===== src/rtl/branch_pkg.sv =====
// Shared types and widths for the branch prediction path: the 2-bit
// predictor state encoding, the PC/BHT-index widths and the in-flight
// branch record held by the resolve queue.
//
// state | meaning
// SNT   | strongly not taken
// WNT   | weakly not taken
// WT    | weakly taken
// ST    | strongly taken
package branch_pkg;

    localparam int PC_W  = 32;
    localparam int IDX_W = 8;

    typedef enum logic [1:0] {
        SNT = 2'b00,
        WNT = 2'b01,
        WT  = 2'b10,
        ST  = 2'b11
    } state_t;

    typedef struct packed {
        logic [PC_W-1:0] pc;
        logic            pred_taken;
        logic [PC_W-1:0] pred_target;
    } brq_entry_t;

    // Sequential next PC for a not-taken branch (wraps mod 2^PC_W).
    function automatic logic [PC_W-1:0] fall_through_pc(input logic [PC_W-1:0] pc);
        return pc + PC_W'(4);
    endfunction

endpackage


===== src/rtl/branch_resolve_queue_if.sv =====
// Fetch/execute-facing bundle of the branch resolve queue.
// master = fetch/execute side, slave = the queue itself.
// Optional build macro: BRQ_STATS_EN adds the stat_resolved and
// stat_mispredicts counters to the bundle.
interface branch_resolve_queue_if
    import branch_pkg::*;
#(
    parameter int DEPTH = 4
);
    localparam int CW = $clog2(DEPTH) + 1;

    logic             alloc_valid;
    logic             alloc_ready;
    logic [PC_W-1:0]  alloc_pc;
    logic             alloc_pred_taken;
    logic [PC_W-1:0]  alloc_pred_target;
    logic             resolve_valid;
    logic             resolve_taken;
    logic [PC_W-1:0]  resolve_target;
    logic             mispredict;
    logic [PC_W-1:0]  redirect_pc;
    logic             upd_valid;
    logic [IDX_W-1:0] upd_idx;
    logic             upd_taken;
    logic [CW-1:0]    count;
`ifdef BRQ_STATS_EN
    logic [31:0]      stat_resolved;
    logic [31:0]      stat_mispredicts;

    modport master (
        output alloc_valid, alloc_pc, alloc_pred_taken, alloc_pred_target,
        output resolve_valid, resolve_taken, resolve_target,
        input  alloc_ready, mispredict, redirect_pc, upd_valid, upd_idx, upd_taken, count,
        input  stat_resolved, stat_mispredicts
    );

    modport slave (
        input  alloc_valid, alloc_pc, alloc_pred_taken, alloc_pred_target,
        input  resolve_valid, resolve_taken, resolve_target,
        output alloc_ready, mispredict, redirect_pc, upd_valid, upd_idx, upd_taken, count,
        output stat_resolved, stat_mispredicts
    );
`else
    modport master (
        output alloc_valid, alloc_pc, alloc_pred_taken, alloc_pred_target,
        output resolve_valid, resolve_taken, resolve_target,
        input  alloc_ready, mispredict, redirect_pc, upd_valid, upd_idx, upd_taken, count
    );

    modport slave (
        input  alloc_valid, alloc_pc, alloc_pred_taken, alloc_pred_target,
        input  resolve_valid, resolve_taken, resolve_target,
        output alloc_ready, mispredict, redirect_pc, upd_valid, upd_idx, upd_taken, count
    );
`endif

endinterface


===== src/rtl/branch_resolve_queue_fifo.sv =====
// Generic in-order storage with occupancy count and flush-to-head.
// The caller guarantees no push when full and no pop when empty.
// flush is only meaningful together with pop: the head is retired and
// everything younger is discarded, so the write pointer snaps to the
// post-pop read pointer.
module brq_fifo #(
    parameter type entry_t = logic [7:0],
    parameter int  DEPTH   = 4
) (
    input  logic                   clk,
    input  logic                   rst,
    input  logic                   push,
    input  entry_t                 push_data,
    input  logic                   pop,
    input  logic                   flush,
    output entry_t                 head_data,
    output logic [$clog2(DEPTH):0] count
);
    localparam int PW = $clog2(DEPTH);

    logic [PW-1:0] wr_ptr;
    logic [PW-1:0] rd_ptr;
    entry_t        mem [DEPTH];

    // Pointer and occupancy bookkeeping; pointers wrap naturally.
    always_ff @(posedge clk or posedge rst) begin
        if (rst) begin
            wr_ptr <= '0;
            rd_ptr <= '0;
            count  <= '0;
        end else if (pop && flush) begin
            rd_ptr <= rd_ptr + 1'b1;
            wr_ptr <= rd_ptr + 1'b1;
            count  <= '0;
        end else begin
            if (push) wr_ptr <= wr_ptr + 1'b1;
            if (pop)  rd_ptr <= rd_ptr + 1'b1;
            case ({push, pop})
                2'b10:   count <= count + 1'b1;
                2'b01:   count <= count - 1'b1;
                default: count <= count;
            endcase
        end
    end

    // Entry storage; contents past the pointers are don't-care, so no reset.
    always_ff @(posedge clk) begin
        if (push) mem[wr_ptr] <= push_data;
    end

    assign head_data = mem[rd_ptr];

endmodule


===== src/rtl/branch_resolve_queue.sv =====
// In-order queue of in-flight predicted branches. Fetch allocates each
// predicted branch; execute resolves the oldest one. A resolve produces a
// one-cycle BHT training pulse and, on mispredict, a one-cycle
// flush/redirect pulse that also discards every younger entry.
// Optional build macro: BRQ_STATS_EN adds saturating resolve/mispredict
// counters.
// DEPTH must be a power of two and at least 2.
module branch_resolve_queue
    import branch_pkg::*;
#(
    parameter int DEPTH = 4
) (
    input logic                   clk,
    input logic                   rst,
    branch_resolve_queue_if.slave bus
);
    localparam int            CW       = $clog2(DEPTH) + 1;
    localparam logic [CW-1:0] FULL_CNT = CW'(DEPTH);

    logic [CW-1:0]    count;
    brq_entry_t       head;
    brq_entry_t       alloc_entry;
    logic             alloc_ready;
    logic             alloc_fire;
    logic             res_fire;
    logic             mp;
    logic             push;
    logic             mispredict_q;
    logic [PC_W-1:0]  redirect_pc_q;
    logic             upd_valid_q;
    logic [IDX_W-1:0] upd_idx_q;
    logic             upd_taken_q;

    assign alloc_ready = (count < FULL_CNT);
    assign alloc_fire  = bus.alloc_valid && alloc_ready;
    assign res_fire    = bus.resolve_valid && (count != '0);

    assign alloc_entry.pc          = bus.alloc_pc;
    assign alloc_entry.pred_taken  = bus.alloc_pred_taken;
    assign alloc_entry.pred_target = bus.alloc_pred_target;

    // Head mispredict: wrong direction, or taken to the wrong target.
    always_comb begin
        mp = (head.pred_taken != bus.resolve_taken) ||
             (bus.resolve_taken && (head.pred_target != bus.resolve_target));
    end

    // An alloc on the flushing edge is itself wrong-path and is dropped.
    assign push = alloc_fire && !(res_fire && mp);

    brq_fifo #(
        .entry_t (brq_entry_t),
        .DEPTH   (DEPTH)
    ) u_fifo (
        .clk       (clk),
        .rst       (rst),
        .push      (push),
        .push_data (alloc_entry),
        .pop       (res_fire),
        .flush     (mp),
        .head_data (head),
        .count     (count)
    );

    // Registered resolve outputs: pulses for one cycle per accepted resolve;
    // index/direction/redirect hold their last value between pulses.
    always_ff @(posedge clk or posedge rst) begin
        if (rst) begin
            mispredict_q  <= 1'b0;
            redirect_pc_q <= '0;
            upd_valid_q   <= 1'b0;
            upd_idx_q     <= '0;
            upd_taken_q   <= 1'b0;
        end else begin
            mispredict_q <= res_fire && mp;
            upd_valid_q  <= res_fire;
            if (res_fire) begin
                upd_idx_q     <= head.pc[IDX_W+1:2];
                upd_taken_q   <= bus.resolve_taken;
                redirect_pc_q <= bus.resolve_taken ? bus.resolve_target
                                                   : fall_through_pc(head.pc);
            end
        end
    end

    assign bus.alloc_ready = alloc_ready;
    assign bus.count       = count;
    assign bus.mispredict  = mispredict_q;
    assign bus.redirect_pc = redirect_pc_q;
    assign bus.upd_valid   = upd_valid_q;
    assign bus.upd_idx     = upd_idx_q;
    assign bus.upd_taken   = upd_taken_q;

`ifdef BRQ_STATS_EN
    logic [31:0] stat_resolved_q;
    logic [31:0] stat_mispredicts_q;

    // Saturating event counters; they count on the edge that raises the pulse.
    always_ff @(posedge clk or posedge rst) begin
        if (rst) begin
            stat_resolved_q    <= '0;
            stat_mispredicts_q <= '0;
        end else begin
            if (res_fire && (stat_resolved_q != '1))
                stat_resolved_q <= stat_resolved_q + 32'd1;
            if (res_fire && mp && (stat_mispredicts_q != '1))
                stat_mispredicts_q <= stat_mispredicts_q + 32'd1;
        end
    end

    assign bus.stat_resolved    = stat_resolved_q;
    assign bus.stat_mispredicts = stat_mispredicts_q;
`endif

endmodule

===== src/flat_wrapper.sv =====
// flat-port wrapper written by rule: the top's interface ports become plain ports
module branch_resolve_queue_flat import branch_pkg::*;
#(
    parameter int DEPTH = 4
)
  (clk, rst, bus_alloc_valid, bus_alloc_pc, bus_alloc_pred_taken, bus_alloc_pred_target, bus_resolve_valid, bus_resolve_taken, bus_resolve_target, bus_alloc_ready, bus_mispredict, bus_redirect_pc, bus_upd_valid, bus_upd_idx, bus_upd_taken, bus_count);
  branch_resolve_queue_if #(.DEPTH(DEPTH)) bus_i ();
  input logic clk;
  input logic rst;
  input wire logic [$bits(bus_i.alloc_valid)-1:0] bus_alloc_valid;
  input wire logic [$bits(bus_i.alloc_pc)-1:0] bus_alloc_pc;
  input wire logic [$bits(bus_i.alloc_pred_taken)-1:0] bus_alloc_pred_taken;
  input wire logic [$bits(bus_i.alloc_pred_target)-1:0] bus_alloc_pred_target;
  input wire logic [$bits(bus_i.resolve_valid)-1:0] bus_resolve_valid;
  input wire logic [$bits(bus_i.resolve_taken)-1:0] bus_resolve_taken;
  input wire logic [$bits(bus_i.resolve_target)-1:0] bus_resolve_target;
  output wire logic [$bits(bus_i.alloc_ready)-1:0] bus_alloc_ready;
  output wire logic [$bits(bus_i.mispredict)-1:0] bus_mispredict;
  output wire logic [$bits(bus_i.redirect_pc)-1:0] bus_redirect_pc;
  output wire logic [$bits(bus_i.upd_valid)-1:0] bus_upd_valid;
  output wire logic [$bits(bus_i.upd_idx)-1:0] bus_upd_idx;
  output wire logic [$bits(bus_i.upd_taken)-1:0] bus_upd_taken;
  output wire logic [$bits(bus_i.count)-1:0] bus_count;
  assign bus_i.alloc_valid = bus_alloc_valid;
  assign bus_i.alloc_pc = bus_alloc_pc;
  assign bus_i.alloc_pred_taken = bus_alloc_pred_taken;
  assign bus_i.alloc_pred_target = bus_alloc_pred_target;
  assign bus_i.resolve_valid = bus_resolve_valid;
  assign bus_i.resolve_taken = bus_resolve_taken;
  assign bus_i.resolve_target = bus_resolve_target;
  assign bus_alloc_ready = bus_i.alloc_ready;
  assign bus_mispredict = bus_i.mispredict;
  assign bus_redirect_pc = bus_i.redirect_pc;
  assign bus_upd_valid = bus_i.upd_valid;
  assign bus_upd_idx = bus_i.upd_idx;
  assign bus_upd_taken = bus_i.upd_taken;
  assign bus_count = bus_i.count;
  branch_resolve_queue #(.DEPTH(DEPTH)) u_core (.clk(clk), .rst(rst), .bus(bus_i));
endmodule

===== config.mk =====
export PLATFORM = sky130hd
export DESIGN_NAME = branch_resolve_queue_flat
export DESIGN_NICKNAME = d
export VERILOG_FILES = /design/src/rtl/branch_pkg.sv /design/src/rtl/branch_resolve_queue_if.sv /design/src/rtl/branch_resolve_queue_fifo.sv /design/src/rtl/branch_resolve_queue.sv /design/src/flat_wrapper.sv
export SDC_FILE = /design/constraint.sdc
export NUM_CORES = 1
export LEC_CHECK = 0
export ABC_AREA = 1
export CAP_MARGIN = 0
export CORE_MARGIN = 2
export CORE_UTILIZATION = 54
export CTS_BUF_LIST = sky130_fd_sc_hd__clkbuf_16
export DETAILED_ROUTE_END_ITERATION = 12
export GPL_TIMING_DRIVEN = 0
export PLACE_DENSITY = 0.79
export RECOVER_POWER = 25
export SLEW_MARGIN = 20
export SYNTH_ARGS = -nofsm -noshare
export SYNTH_HDL_FRONTEND = slang
export SYNTH_HIERARCHICAL = 1
export SYNTH_SLANG_ARGS = --single-unit

===== constraint.sdc =====
create_clock -name clk -period 8.6 [get_ports clk]
set_input_delay 1.29 -clock clk [delete_from_list [all_inputs] [get_ports clk]]
set_output_delay 1.29 -clock clk [all_outputs]
set_load 0.02 [all_outputs]

-- Word-level counts from Yosys, hierarchy flattened
Memories as Yosys holds them, arrays and structs flattened.
Index checks and enable logic that the tools add are counted.
- flip-flop bits (word level): 50
- latch bits: 0
- RAM bits: 260
- ROM bits: 0
- input port bits: 102
- output and inout port bits: 47
- word-level logic and storage cells: 39
- memories: 1
- add/subtract/negate cells: 5
- $mul: 0
- divide/modulo/power cells: 0
- order comparisons: 1
- eq/ne operators: 4
- shift-type cells: 0
- mux-type cells: 9
- bitwise logic cells: 0
- reductions and logical operators: 11
- memory list (name ; depth ; bits a word ; rd ports ; clocked after Yosys merged registers in ; wr ports ; line ; RTL):
    u_core.u_fifo.mem ; 4 ; 65 ; 1 ; 0 ; 1 ; branch_resolve_queue_fifo.sv:23 ; entry_t mem [DEPTH];
- operator list (operator ; count):
    adder 32 x 3 -> 32 bit, second input constant ; 1
    2-to-1 mux 32 bit ; 1
    inequality test 32 bit ; 1
    2-to-1 mux 2 bit ; 4
    case mux 3 bit (2 select lines) ; 1
    nonzero test 3 bit ; 2
    logical AND 1 bit ; 5
    adder 2 x 1 -> 2 bit, second input constant ; 2
    nonzero test 2 bit ; 2
    adder 3 x 1 -> 3 bit, second input constant ; 1
    less-than comparator 3 bit, second input constant ; 1
    2-to-1 mux 3 bit ; 1
    subtractor 3 x 1 -> 3 bit, second input constant ; 1
    == test 2 x 1 -> 1 bit, second input constant ; 1
    == test 2 bit, second input constant ; 1
    2-to-1 mux 1 bit ; 2
    logical NOT 1 bit ; 1
    logical OR 1 bit ; 1
    inequality test 1 bit ; 1

-- Depth between registers and ports, before layout
An unclocked memory read counts as a cell.
- depth in word-level cells: 10
- depth in mapped cells: 28
- gate-level depth less buffers: 24

-- Cells and area by module
The synthesis kept the hierarchy.
- modules (own cells, without submodules) (module ; instances ; cells an instance ; area each (um^2) ; sequential area each (um^2)):
    brq_fifo ; 1 ; 831 ; 10495.1 ; 7982.7
    branch_resolve_queue ; 1 ; 516 ; 3254.4 ; 1076.0

-- Worst setup path before layout
Ideal clock, no wire load.
- path kind: input to register
- start: input bus_resolve_target[2]
- end: memory u_core/u_fifo/mem[0][0] (netlist name) (enable)
- setup time: 419 ps
- data arrival time: 3432 ps
- data required time: 8181 ps
- slack: 4749 ps
- stages on the path: 15
- buffers on the path: 1
- cell sequence: inv_1 > nand2_1 > nand2_1 > nor2_1 > nand2_1 > nor2_1 > nand2_1 > nor2_1 > nand2_1 > nand3_1 > nand2_1 > inv_1 > buf_2 > nand2_1 > inv_1
- longest elaborated chain between the ends: 8
- ends and longest elaborated chain (what ; line ; RTL):
    start, declared ; flat_wrapper.sv:16 ; input wire logic [$bits(bus_i.resolve_target)-1:0] bus_resolve_target;
    inequality test 32 bit ; branch_resolve_queue.sv:45 ; (bus.resolve_taken && (head.pred_target != bus.resolve_target));
    logical AND 1 bit ; branch_resolve_queue.sv:45 ;
    logical OR 1 bit ; branch_resolve_queue.sv:44 ; mp = (head.pred_taken != bus.resolve_taken) ||
    logical AND 1 bit ; branch_resolve_queue.sv:49 ; assign push = alloc_fire && !(res_fire && mp);
    logical NOT 1 bit ; branch_resolve_queue.sv:49 ;
    logical AND 1 bit ; branch_resolve_queue.sv:49 ;
    via u_core.push ; branch_resolve_queue.sv:27 ; logic push;
    2-to-1 mux 1 bit ; branch_resolve_queue_fifo.sv:48 ; if (push) mem[wr_ptr] <= push_data;
    2-to-1 mux 1 bit (implied by the code) ; branch_resolve_queue_fifo.sv:48 ;
    end, declared ; branch_resolve_queue_fifo.sv:23 ;
The timed path passes the listed nets, and every way through them passes these cells.

==> results.md <==
- Hold crit path type: reg2reg
- Worst path cell trace: buf_6 -> inv_2 -> clkbuf_1 -> o21ai_0 -> nand2_1 -> inv_1 -> nand2_1 -> nand2_1 -> nor2_1 -> nand2_1 -> nor2_1 -> nand2_1 -> nor2_1 -> nand2_1 -> nand3_1 -> nand2_1 -> inv_1 -> buf_2 -> nand2_1 -> inv_4 -> buf_12
- H-tree Lvls: 1
- Final Max Slew Viols: 0
- Net load switching power: 2.39 mW
- Combinational Power Share: 41.7%
- Buffers & Inverters on Critical Path: 8
- Placer Congestion: 0.907
- Post-CTS sizing: 0
- Synth Net Count: 1455
- Worst slew margin relative to its limit: 34.3%
- Syn Area/Cell: 10.2 sq um
- Port bufs: roughly 150
- Synth-to-Final Area Change: 22.4%
- Storage cell area: roughly 9000 sq um
- CP most frequent cell: nand2_1
- Clock power frac: 23.4%
- Num CTS Buffers: 31
- Ports: 149
- Fin. Hold Viols: 0
- Place WS: between 4 and 5 ns
- HPWL after DPL: 25700 microns
- Nets: 1641
- Share of cells above drive strength 1: under 10%
- All-Layer GR Usage: 28.9%
- Multi-input logic area: 3970 sq um
- Die W: 164 microns
- Vias/cell: 5.67
- Number of fillers in the final layout: between 1500 and 2000
- RSZ-0062 raised after global routing: no
- Sequential share of power: 34.8%
- Reg2Reg Depth: 21
- Crit path depth: 21
- 1st-iter DRT viols: 1303
- Worst setup path category: reg2reg
- R2r setup slk: 4.75 ns
- Syn Inst Count: approximately 1300
- Sequential fraction of the synthesis area: 65.9%
- Number of global-route vias before repair: 10400
- Worst setup margin: 4.75 ns
- Fmax: 0.259 GHz
- Routed Antenna Nets: 0
- CTS tree: yes
- Crit end category: register
- Max Fanout on Critical Path: 33
- Worst Skew: about 0.017 ns
- Yosys warns: 6
- Max Root-Sink Buffers: 3
- Post-Syn Area: 13700 sq um
- DRT Pass-1 Iters: 6
- CP top delay family: buffers and inverters
- Crit path DAT: 4.09 ns
- Crit share post-route: between 40 and 50%
- DRT Wirelength: 38000 microns
- Total grt overflow: 0
- Slowest CP cell: clkbuf_1
- Setup repair bufs after CTS: 0
- Clk slew on worst S/H paths: around 0.070 ns
- Startpoint types: register
- # diodes: 0
- Root buf cell: clkbuf_16
- Cell variety after synth: 36
- Outcome: completed
- Core Region: ~25000 sq um
- Global-route wire length before repair: 57700 microns
- Largest net degree at the start of global routing: 37
- Clock Sink Count: 310
- Max_cap viols: 0
- Initial Util: between 50 and 60%
- Routed wire per std cell: 20.1 microns
- Via count: 10700
- Sw frac: around two fifths
- DR DRC count: 0
- Total power: ~6.1 mW
- Final Critical Period: 3.85 ns
- Initial antenna violation count: 0
- Finished Layout Cells: 1887
- Worst Tran Pin Value: approximately 0.99 ns
- VDD IR max: around 0.22 mV
- Seq cells post-synth: 310
- Clk_lat worst skew: 0.56 ns
- Final setup violation count: 0
- CP max stage delay: 0.47 ns
- Cts hold-fix bufs: 0
- Row cnt: 58
- CP required: 8.84 ns
- Fin Setup TNS: 0 ns
- Die height: between 150 and 200 microns
- Die Area: around 27000 sq um
- Int Power: 3.68 mW
- Hold path cells: 2
- Leakage dissipation: between 6 and 7 nW
- DP Cell Count: 1830
- Cell Pwr Density: 360 nW/um^2
cell usage after synthesis (all sizes together):
master	instances	area, sq um
o22ai	1	6.26
edfxtp	260	7810
clkinv	1	3.75
o211ai	1	7.51
nand3	40	200
or2	5	31.3
fa	1	20.0
nand2	254	963
nand3b	4	30.0
clkbuf	16	60.1
nor3	11	82.6
inv	88	330
ha	5	62.6
dfrtp	50	1250
o21bai	1	7.51
xnor2	11	96.3
o21ai	150	758
buf	43	330
xor2	9	78.8
o2bb2ai	1	8.76
nor2	344	1330
nand4	9	56.3
o31ai	1	21.3
a21oi	38	190
a31oi	3	18.8
metal layers:
layer  track usage, %  part of all wire, %  routed length (microns)
met2             45.7                   46                    17600
met5                0                    0                        0
met1             39.9                   39                    14900
met3             6.02                   11                     4210
met4             10.3                  3.4                     1300
sequential cells by signal, summed over array words and instances, names as in the netlist:
signal and flops:
u_core/bus.upd_valid 1, u_core/u_fifo/mem 260, u_core/u_fifo/count 3, u_core/u_fifo/rd_ptr 2, u_core/bus.redirect_pc 32, u_core/bus.mispredict 1
u_core/bus.upd_idx 8, u_core/u_fifo/wr_ptr 2, u_core/bus.upd_taken 1
worst paths after layout:
path	startpoint	to
max	u_core/u_fifo/rd_ptr[0]$_DFFE_PP0P_	u_core/u_fifo/mem[1][0]$_DFFE_PP_
min	u_core/bus.upd_idx[6]$_DFFE_PP0P_	u_core/bus.upd_idx[6]$_DFFE_PP0P_
max reg2reg	u_core/u_fifo/rd_ptr[0]$_DFFE_PP0P_	u_core/u_fifo/mem[1][0]$_DFFE_PP_
min reg2reg	u_core/bus.upd_idx[6]$_DFFE_PP0P_	u_core/bus.upd_idx[6]$_DFFE_PP0P_
max in group asynchronous	rst	u_core/bus.upd_idx[4]$_DFFE_PP0P_
min in group asynchronous	rst	u_core/u_fifo/rd_ptr[0]$_DFFE_PP0P_
metrics by stage:
step	util [%]	area (sq um)	hold slack (ns)
5_1_grt	67.0	16800	0.521
6_report	67.0	16800	0.486
3_5_place_dp	62.7	15800	0.465
3_3_place_gp	62.3	15600	0.469
4_1_cts	67.0	16800	0.491
2_1_floorplan	-	13700	0.558
cells by family after synthesis:
logic type	Yosys count	synth area share [%]
DFF	310	65.9
xor gates and xnor gates	20	1.27
adders and majority gates	6	0.601
buffers and inverters	148	5.27
and+or+nand+nor	667	19.6
AOI/OAI and AO/OA	196	7.41
cell usage in the layout, fill, tap and decap left out, types with 3 or more instances in the layout:
cell type,synthesis,final
buf_4,6,6
buf_12,0,5
edfxtp_1,260,260
a31oi_1,3,3
nor2_4,4,4
buf_2,21,21
nand3b_1,4,4
ha_1,5,5
or2_2,5,5
xor2_1,9,9
buf_6,16,16
clkdlybuf4s50_1,0,109
inv_2,3,3
nor3_1,8,8
nand3_1,40,40
bufinv_16,0,7
clkinvlp_4,0,5
clkinv_2,0,4
clkinv_1,1,8
dfrtp_1,50,50
inv_4,0,4
inv_1,85,84
nand4_1,9,9
o21ai_0,66,66
o21ai_1,82,82
nand2_1,252,252
xnor2_1,11,11
clkbuf_16,0,31
a21oi_1,38,38
dlygate4sd3_1,0,39
clkbuf_1,16,16
nor2_1,338,338
cell type report:
| type | count | area share [%] |
|---|---|---|
| inverter | 89 | 2.04 |
| clock inverter | 26 | 1.81 |
| timing repair buffer | 153 | 9.39 |
| sequential | 310 | 53.8 |
| tap | 330 | 2.45 |
| clock buffer | 31 | 4.61 |
| multi-input combinational | 889 | 23.6 |
| buffer | 59 | 2.32 |
power by group through the flow:
stage / logic [mW] / registers (mW) / clock network, mW
floorplan: 1.45 / 2.22 / 0
global placement: 2.37 / 2.15 / 0
detailed placement: 2.47 / 2.13 / 0
CTS: 2.50 / 2.11 / 1.43
global route: 2.77 / 2.13 / 1.50
finish: 2.53 / 2.11 / 1.42
worst register-to-register path, delay by kind of cell (launching register included):
family | cells | cell delay [ns]
simple gates | 12 | 1.21
compound gates | 1 | 0.20
buf+inv | 8 | 1.69
flops | 1 | 0.39
Note: power is estimated with default switching activity, not from simulation.
